===== src/rtl/window_loader.sv =====
// Write-side loader for the N*N window RAM: streams pixels in over valid/ready,
// then holds the completed window until the read side reports it consumed.
module window_loader #(
  parameter int N       = 8,
  parameter int bitSize = 6,
  parameter int PIXEL_W = 8
) (
  input  logic               clk,
  input  logic               rst,
  input  logic               in_valid,
  input  logic [PIXEL_W-1:0] in_pixel,
  output logic               in_ready,
  input  logic               read_done,
  input  logic               flush,
  output logic               mem_we,
  output logic [bitSize:0]   mem_addr,
  output logic [PIXEL_W-1:0] mem_wdata,
  output logic               window_ready,
  output logic [bitSize:0]   fill_count,
  output logic [15:0]        window_count
);

  localparam logic [bitSize:0] LAST_ADDR  = (bitSize+1)'(N*N-1);
  localparam logic [bitSize:0] FULL_COUNT = (bitSize+1)'(N*N);

  typedef enum logic {
    S_FILL,
    S_HOLD
  } state_t;

  state_t             r_state;
  state_t             w_state_next;
  logic [bitSize:0]   r_wr_addr;
  logic [bitSize:0]   r_fill_count;
  logic [15:0]        r_window_count;
  logic               r_mem_we;
  logic [bitSize:0]   r_mem_addr;
  logic [PIXEL_W-1:0] r_mem_wdata;
  logic               w_accept;
  logic               w_last;

  assign in_ready     = (r_state == S_FILL);
  assign w_accept     = in_valid & in_ready;
  assign w_last       = w_accept & (r_wr_addr == LAST_ADDR);

  // HOLD is entered on the same edge that registers the final write, so
  // window_ready rises together with mem_we for the last pixel.
  assign window_ready = (r_state == S_HOLD);
  assign mem_we       = r_mem_we;
  assign mem_addr     = r_mem_addr;
  assign mem_wdata    = r_mem_wdata;
  assign fill_count   = r_fill_count;
  assign window_count = r_window_count;

  always_ff @(posedge clk or posedge rst) begin
    if (rst) r_state <= S_FILL;
    else     r_state <= w_state_next;
  end

  always_comb begin
    w_state_next = r_state;
    if (flush) begin
      w_state_next = S_FILL;
    end else begin
      case (r_state)
        S_FILL:  if (w_last)    w_state_next = S_HOLD;
        S_HOLD:  if (read_done) w_state_next = S_FILL;
        default: w_state_next = S_FILL;
      endcase
    end
  end

  always_ff @(posedge clk or posedge rst) begin
    if (rst) begin
      r_wr_addr      <= '0;
      r_fill_count   <= '0;
      r_window_count <= '0;
      r_mem_we       <= 1'b0;
      r_mem_addr     <= '0;
      r_mem_wdata    <= '0;
    end else begin
      r_mem_we <= w_accept & ~flush;
      if (flush) begin
        r_wr_addr    <= '0;
        r_fill_count <= '0;
      end else if (w_accept) begin
        r_mem_addr  <= r_wr_addr;
        r_mem_wdata <= in_pixel;
        if (w_last) begin
          r_wr_addr      <= '0;
          r_fill_count   <= FULL_COUNT;
          r_window_count <= r_window_count + 16'd1;
        end else begin
          r_wr_addr    <= r_wr_addr + 1'b1;
          r_fill_count <= r_fill_count + 1'b1;
        end
      end else if ((r_state == S_HOLD) && read_done) begin
        r_fill_count <= '0;
      end
    end
  end

endmodule


===== config.mk =====
export PLATFORM = sky130hd
export DESIGN_NAME = window_loader
export DESIGN_NICKNAME = d
export VERILOG_FILES = /design/src/rtl/window_loader.sv
export SDC_FILE = /design/constraint.sdc
export NUM_CORES = 1
export LEC_CHECK = 0
export CAP_MARGIN = 5
export CORE_MARGIN = 2
export CORE_UTILIZATION = 41
export DETAILED_ROUTE_END_ITERATION = 10
export DONT_BUFFER_PORTS = 1
export PLACE_DENSITY_LB_ADDON = 0.05
export REMOVE_ABC_BUFFERS = 1
export SKIP_CTS_REPAIR_TIMING = 1
export SYNTH_ARGS = -nofsm -noshare
export SYNTH_HDL_FRONTEND = slang
export SYNTH_SLANG_ARGS = --single-unit

===== constraint.sdc =====
create_clock -name clk -period 2.1 [get_ports clk]
set_input_delay 0.21 -clock clk [delete_from_list [all_inputs] [get_ports clk]]
set_output_delay 0.21 -clock clk [all_outputs]
set_load 0.02 [all_outputs]

== Word-level counts from Yosys, hierarchy flattened ==
Cells that the tools add are included.
W data, S select, Z words.
Storage, ports and cells
  output and inout port bits: 41
  logic and storage cells: 32
  register bits after elaboration: 47
Cells by class
  $add $sub $neg: 3
  bitwise operators: 5
  eq/ne operators: 1
  mux-type cells: 11
  reduce and logical (&&, ||, !) cells: 5
Operator list (number)
  $mux W7: 7
  $add A16 B1 Y16 const B: 1
  $add A7 B1 Y7 const B: 2
  $eq A7 B6 Y1 const B: 1
  $and A1 B1 Y1: 3
  $mux W1: 3
  $reduce_and A3 Y1: 1
  $reduce_bool A3 Y1: 1
  $not A1 Y1: 2
  $pmux W1 S2: 1
  $reduce_and A2 Y1: 1
  $reduce_bool A2 Y1: 1
  $logic_and A1 B1 Y1: 1

== Longest topological paths before layout ==
Gate-level depths: netlist of the first run.
  depth after elaboration: 6
  mapped depth: 6
  mapped depth without buffers: 5

== Worst setup path before layout of the first run ==
No wires, ideal clock.
  path kind: register -> register
  from: register r_state (netlist: window_ready)
  to: register r_window_count[7] (netlist: window_count[7])
  required time: 1.969 ns
  arrival time: 1.721 ns
  setup slack: 0.248 ns
  stages on the path, launching flop included: 7
  cells stage by stage: dfrtp_1 or3b_4 buf_6 nor4_4 buf_6 nand4_1 xnor2_1
Between the ends
  word-level cells in the longest chain between the ends: 4
RTL lines
  from (decl): RTL line 31  | state_t r_state;
  from (signal assigned): RTL line 57  | else r_state <= w_state_next;
  $not A1 Y1 *
  $and A1 B1 Y1 *: RTL line 43  | assign w_accept = in_valid & in_ready;
  $and A1 B1 Y1: RTL line 44  | assign w_last = w_accept & (r_wr_addr == LAST_ADDR);
  $reduce_and A3 Y1 (no source line) *
  to (signal assigned): RTL line 92  | r_window_count <= r_window_count + 16'd1;
  to (decl): RTL line 35  | logic [15:0] r_window_count;
Every way passes the cells marked *; elsewhere a longest branch is shown, timed or not.
A chain may end at the register's enable or synchronous reset.

== Worst setup path after layout of the first run ==
  from: register r_wr_addr[2]
  to: register r_window_count[7] (netlist: window_count[7])
Between the ends
  word-level cells in the longest chain between the ends: 3
RTL lines
  from (decl): RTL line 33  | logic [bitSize:0] r_wr_addr;
  from (signal assigned): RTL line 94  | r_wr_addr <= r_wr_addr + 1'b1;
  $eq A7 B6 Y1: RTL line 44
  $and A1 B1 Y1: RTL line 44
  $reduce_and A3 Y1 (no source line)
No other way between the ends.

==> reports/metrics.yaml, run 1 <==
status: "completed"
num_vias: 1523
reg2regPathDepth: 5
hold_path.class: "primary input to flop"
synthCells: 210
endpoint: "window_count[7]$_DFFE_PP0P_"
power_frac_seq: 0.582
cp-startpoint: "r_wr_addr[2]$_DFFE_PP0P_"
ios: 54
clk_latency_ns: 0.29
maxCapViolations: 0
die_width_um: 75.8
cts_tree: "done"
yosys_warnings: 0
antenna_cells: 0
grt_max_degree: 25
coreArea_um2: 5040
h-tree-depth: 2
fin_crit_ns: 1.80
place.gp.congestion: 0.780
overflow: 0
final_layout_size_suffix_gt1_frac: 0.101
track_usage: 0.151
ctsRootBufferMaster: "clkbuf_8"
cp_max_fo: 10
die_y_um: 75.8
fill_cells: 476
final_util: 0.463
finalHoldViolations: 0
dp_slack_ns: 0.139
fin_ws_ns: 0.300
period_share: 0.857
rows: 26
yosys_register_bits: 47
final_cells: 288
drt-vias-per-instance: 5.29
maxSlewViolCount: 0
synth_edf_count: 0
relSlewSlack: 0.663
pwr-share-clk: 0.360
synthDistinctLibCells: 38
path_clk_slew_ns: 0.08
drt_first_iter_violations: 95
cts_sinks: 47
sw_frac_of_total: 0.242
cp.arrival_ns: 1.98
area_growth_pct: 10.4
p_int_uw: 1330
dieArea_um2: 5750
setup_violations: 0
p_leak_uw: 0.00111
clock_skew_ns: 0.00659
required_ns: 2.28
dp_hpwl_um: 3040
synth_area_per_cell_um2: 10.1
ctsLongestPathBuffers: 2
r2r_setup_slack_ns: 0.30
ant_nets: 0
endpoint_kind: "flop"
crit_type: "flop to flop"
rsz0062_at_grt: "false"
port_buffers: 0
r2r-end: "window_count[7]$_DFFE_PP0P_"
place_inst: 278
synth_area_um2: 2120
antenna_found_initial: 0
route.detailed.drc: 0
numCtsBuffers: 5
worst_pin_slew_ns: 0.505
r2r-start: "r_wr_addr[2]$_DFFE_PP0P_"
combPwrFrac: 0.059
ys_async_sr_fraction: 1.00
firstDrtPassIters: 4
max_freq_mhz: 555
start_util: 0.420
start_kind: "flop"
final_net_count: 234
yosysSeqAreaShare: 0.556
wl_per_cell_um: 14.6
power.net_switching_uw: 424
ys.flop_type: "dfrtp_1"
grt_pass1_vias: 1438
wl_um: 4210
vdd_drop_max_mv: 0.312
grt_pass1_wl_um: 6580
p_total_uw: 1750
cellPowerDensity_nw_per_um2: 750
## placed cells by master, fill, tap and decap left out, types with 2 or more instances in the layout
cell type / netlist / layout
inv_1: 4 / 3
mux2_2: 2 / 2
nand3_1: 15 / 15
dlygate4sd3_1: 0 / 2
xor2_1: 4 / 4
and4_1: 2 / 2
nor2_1: 9 / 9
ha_1: 3 / 3
clkbuf_8: 0 / 5
xnor2_1: 14 / 14
nor2b_1: 2 / 2
buf_4: 0 / 8
o21ai_0: 6 / 6
a21o_1: 2 / 2
nand2b_1: 2 / 2
dfrtp_1: 47 / 47
nand4_1: 8 / 8
and3_1: 3 / 3
a22o_1: 2 / 2
a21oi_1: 4 / 4
nand2_1: 55 / 55
## worst max-delay path, cell delays in order (launching register included)
cell     delay, ns
dfrtp_1       0.48
nand4_1       0.34
nor4_4        0.36
buf_4         0.21
nand4_1       0.13
xnor2_1       0.16
## per-layer routing
layer,share of wire,global-route usage,wire (µm)
met2,0.48,0.252,2010
met3,0.073,0.0529,308
met5,0,0,0
met4,0.010,0.0448,43
met1,0.44,0.184,1840
## sequential cells by signal, indices dropped and copies added, names as in the netlist
| signal | cells |
|---|---|
| mem_we | 1 |
| window_count | 16 |
| mem_addr | 7 |
| mem_wdata | 8 |
| r_wr_addr | 7 |
| fill_count | 7 |
| window_ready | 1 |
## cell usage after synthesis (2+ instances only)
cell      instances  area, µm²
ha_1              3       37.5
nand2b_1          2       12.5
xnor2_1          14        123
and3_1            3       18.8
a22o_1            2       17.5
buf_6             2       22.5
inv_1             4       15.0
nand3_1          15       75.1
nor2b_1           2       12.5
dfrtp_1          47       1180
mux2_2            2       22.5
nor2_1            9       33.8
xor2_1            4       35.0
nand2_1          55        206
a21oi_1           4       20.0
o21ai_0           6       30.0
nand4_1           8       50.1
a21o_1            2       15.0
and4_1            2       17.5
clkbuf_1          6       22.5
## metrics by stage
| step | hold WS, ns | setup TNS (ns) | area [µm²] |
|---|---|---|---|
| floorplan | 0.276 | -0.113 | 2070 |
| global placement | 0.148 | 0 | 2210 |
| detailed placement | 0.163 | 0 | 2210 |
| CTS | -0.164 | 0 | 2310 |
| global route | 0.00961 | 0 | 2340 |
| finish | 0.0126 | 0 | 2340 |
## worst min path at each step
stage,cells after the start,from,slack (ns),endpoint
2_1_floorplan,1,flush,0.28,r_wr_addr[0]$_DFFE_PP0P_
3_3_place_gp,1,rst,0.15,window_count[15]$_DFFE_PP0P_
3_5_place_dp,1,rst,0.16,window_count[14]$_DFFE_PP0P_
4_1_cts,1,rst,-0.16,window_count[7]$_DFFE_PP0P_
5_1_grt,2,in_pixel[4],0.01,mem_wdata[4]$_DFFE_PP0P_
6_report,1,read_done,0.01,window_ready$_DFF_PP0_
## power groups by stage
| stage | Clock [µW] | Combinational, µW | Sequential, µW |
|---|---|---|---|
| 2_1_floorplan | 0 | 72.3 | 1030 |
| 6_report | 631 | 103 | 1020 |
| 3_3_place_gp | 0 | 97.6 | 1040 |
| 3_5_place_dp | 0 | 102 | 1040 |
| 4_1_cts | 649 | 102 | 1020 |
| 5_1_grt | 690 | 119 | 1030 |
## cell type report
type	count	area [µm²]	share of cell area
clock buffers	6	72.6	0.0311
clock inverters	1	30.0	0.0129
inverters	4	15.0	0.00643
multi-input cells	150	875	0.374
flip-flops and latches	47	1180	0.503
well taps	70	87.6	0.0375
repair buffers	10	80.1	0.0343
## cells by family after synthesis
logic type               after synthesis  synth area share
AND/OR/NAND/NOR                      106             0.244
flip-flops                            47             0.556
AO/OA/AOI/OAI                         20            0.0615
XOR/XNOR                              18            0.0745
buffers and inverters                 13            0.0307
multiplexers                           3            0.0154
adder cells (fa/ha/maj)                3            0.0177
No activity file was read; power rests on OpenSTA's default activity.
==> run 2, diff against run 1 <==
CAP_MARGIN = 10   (was 5)
CORE_ASPECT_RATIO = 0.6   (was unset)
==> reports/metrics.yaml, run 2 (synthesis gave the netlist of run 1 again) <==
final_cell_mix: "nand2_1, dfrtp_1, nand3_1, xnor2_1, nor2_1"  # unchanged
final_cells: 284  # was 288
maxSlewViolCount: 0  # unchanged
cp-startpoint: "r_wr_addr[1]$_DFFE_PP0P_"  # was r_wr_addr[2]$_DFFE_PP0P_
finalSetupTns_ns: 0  # unchanged
drt_first_iter_violations: 59  # was 95
port_buffers: 0  # unchanged
cp_max_fo: 11  # was 10
start_kind: "flop"  # unchanged
setup_violations: 0  # unchanged
track_usage: 0.161  # was 0.151
fin_crit_ns: 1.93  # was 1.80 ns
period_share: 0.921  # was 0.857
power_frac_seq: 0.617  # was 0.582
area_growth_pct: 9.93  # was 10.4%
p_int_uw: 1210  # was 1330 µW
power.net_switching_uw: 444  # was 424 µW
maxCapViolations: 0  # unchanged
die_width_um: 96.7  # was 75.8 µm
wl_um: 4450  # was 4210 µm
drt-vias-per-instance: 5.33  # was 5.29
required_ns: 2.28  # about the same
place_inst: 274  # was 278
endpoint_kind: "flop"  # unchanged
sw_frac_of_total: 0.268  # was 0.242
pwr-share-clk: 0.317  # was 0.360
firstDrtPassIters: 5  # was 4
final_util: 0.465  # was 0.463
final_layout_size_suffix_gt1_frac: 0.101  # unchanged
num_vias: 1515  # was 1,523
antenna_found_initial: 0  # unchanged
wl_per_cell_um: 15.7  # was 14.6 µm
finalHoldViolations: 0  # unchanged
cp.arrival_ns: 2.11  # was 1.98 ns
overflow: 0  # unchanged
numCtsBuffers: 5  # unchanged
whs_ns: 0.0197  # was 0.0126 ns
rsz0062_at_grt: "false"  # unchanged
start_util: 0.423  # was 0.420
p_leak_uw: 0.00110  # was 0.00111 µW
largest_reg_flops: 16  # unchanged
dieArea_um2: 5770  # was 5750 µm²
vdd_drop_max_mv: 0.294  # was 0.312 mV
grt_pass1_vias: 1417  # was 1,438
cts_sinks: 47  # unchanged
hold_path.class: "primary input to flop"  # unchanged
cts_tree: "done"  # unchanged
worst_pin_slew_ns: 0.611  # was 0.505 ns
max_freq_mhz: 517  # was 555 MHz
clk_latency_ns: 0.29  # about the same
ctsLongestPathBuffers: 2  # unchanged
place.gp.congestion: 0.758  # was 0.780
dp_hpwl_um: 3130  # was 3040 µm
antenna_cells: 0  # unchanged
combPwrFrac: 0.066  # was 0.059
coreArea_um2: 5000  # was 5040 µm²
hold_start: "in_pixel[0]"  # was read_done
rows: 20  # was 26
die_y_um: 59.6  # was 75.8 µm
ant_nets: 0  # unchanged
r2r-start: "r_wr_addr[1]$_DFFE_PP0P_"  # was r_wr_addr[2]$_DFFE_PP0P_
relSlewSlack: 0.589  # was 0.663
final_net_count: 234  # unchanged
layout_commonest_cell: "nand2_1"  # unchanged
h-tree-depth: 2  # unchanged
crit_type: "flop to flop"  # unchanged
route.detailed.drc: 0  # unchanged
cellPowerDensity_nw_per_um2: 712  # was 750 nW/µm²
grt_max_degree: 48  # was 25
ctsRootBufferMaster: "clkbuf_8"  # unchanged
ios: 54  # unchanged
clock_skew_ns: 0.00270  # was 0.00659 ns
status: "completed"  # unchanged
path_clk_slew_ns: 0.09  # was 0.08 ns
grt_pass1_wl_um: 7110  # was 6580 µm
-- run 2: per-layer routing --
| layer | up-vias | part of all wire | global-route usage |
|---|---|---|---|
| li1 | 721 | - | - |
| met1 | 739 | 0.48 | 0.222 |
| met2 | 53 | 0.44 | 0.238 |
| met3 | 2 | 0.076 | 0.0613 |
| met4 | 0 | 0.0056 | 0.0523 |
| met5 | - | 0 | 0 |
-- run 2: final timing paths --
check                                                to  slack, ns  depth (start not counted)
min                            mem_wdata[0]$_DFFE_PP0P_       0.02                          2
max                        window_count[13]$_DFFE_PP0P_       0.17                          5
min reg2reg                     mem_addr[6]$_DFFE_PP0P_       0.52                          2
max reg2reg                window_count[13]$_DFFE_PP0P_       0.17                          5
max in group asynchronous     fill_count[5]$_DFFE_PP0P_       1.49                          3
min in group asynchronous      mem_wdata[3]$_DFFE_PP0P_       0.39                          3
-- run 2: critical path, cell delays in order (launching register included) --
cell      delay (ns)
dfrtp_1         0.43
ha_1            0.25
nand2b_1        0.18
nor4_4          0.57
nand4_1         0.22
xnor2_1         0.17
-- run 2: power by group through the flow --
| stage | Sequential (µW) | Clock, µW | Combinational, µW |
|---|---|---|---|
| after global placement | 1040 | 0 | 98.3 |
| after CTS | 1020 | 543 | 106 |
| after global routing | 1030 | 579 | 126 |
| final | 1020 | 524 | 109 |
| after detailed placement | 1040 | 0 | 106 |
| after floorplan | 1030 | 0 | 72.3 |
-- run 2: through the flow --
stage,cell area (µm²),worst slack [ns],power [µW]
after global routing,2330,0.0138,1730
after CTS,2300,0.0901,1670
after global placement,2210,0.185,1140
after detailed placement,2210,0.113,1150
after floorplan,2070,-0.113,1100
final,2330,0.167,1660
-- run 2: cell type report --
type                    count  area (µm²)
clock buffers               5        68.8
clock inverters             2        13.8
fillers                   487        2680
inverters                   4        15.0
multi-input cells         150         875
flip-flops and latches     47        1180
well taps                  66        82.6
repair buffers             10        95.1
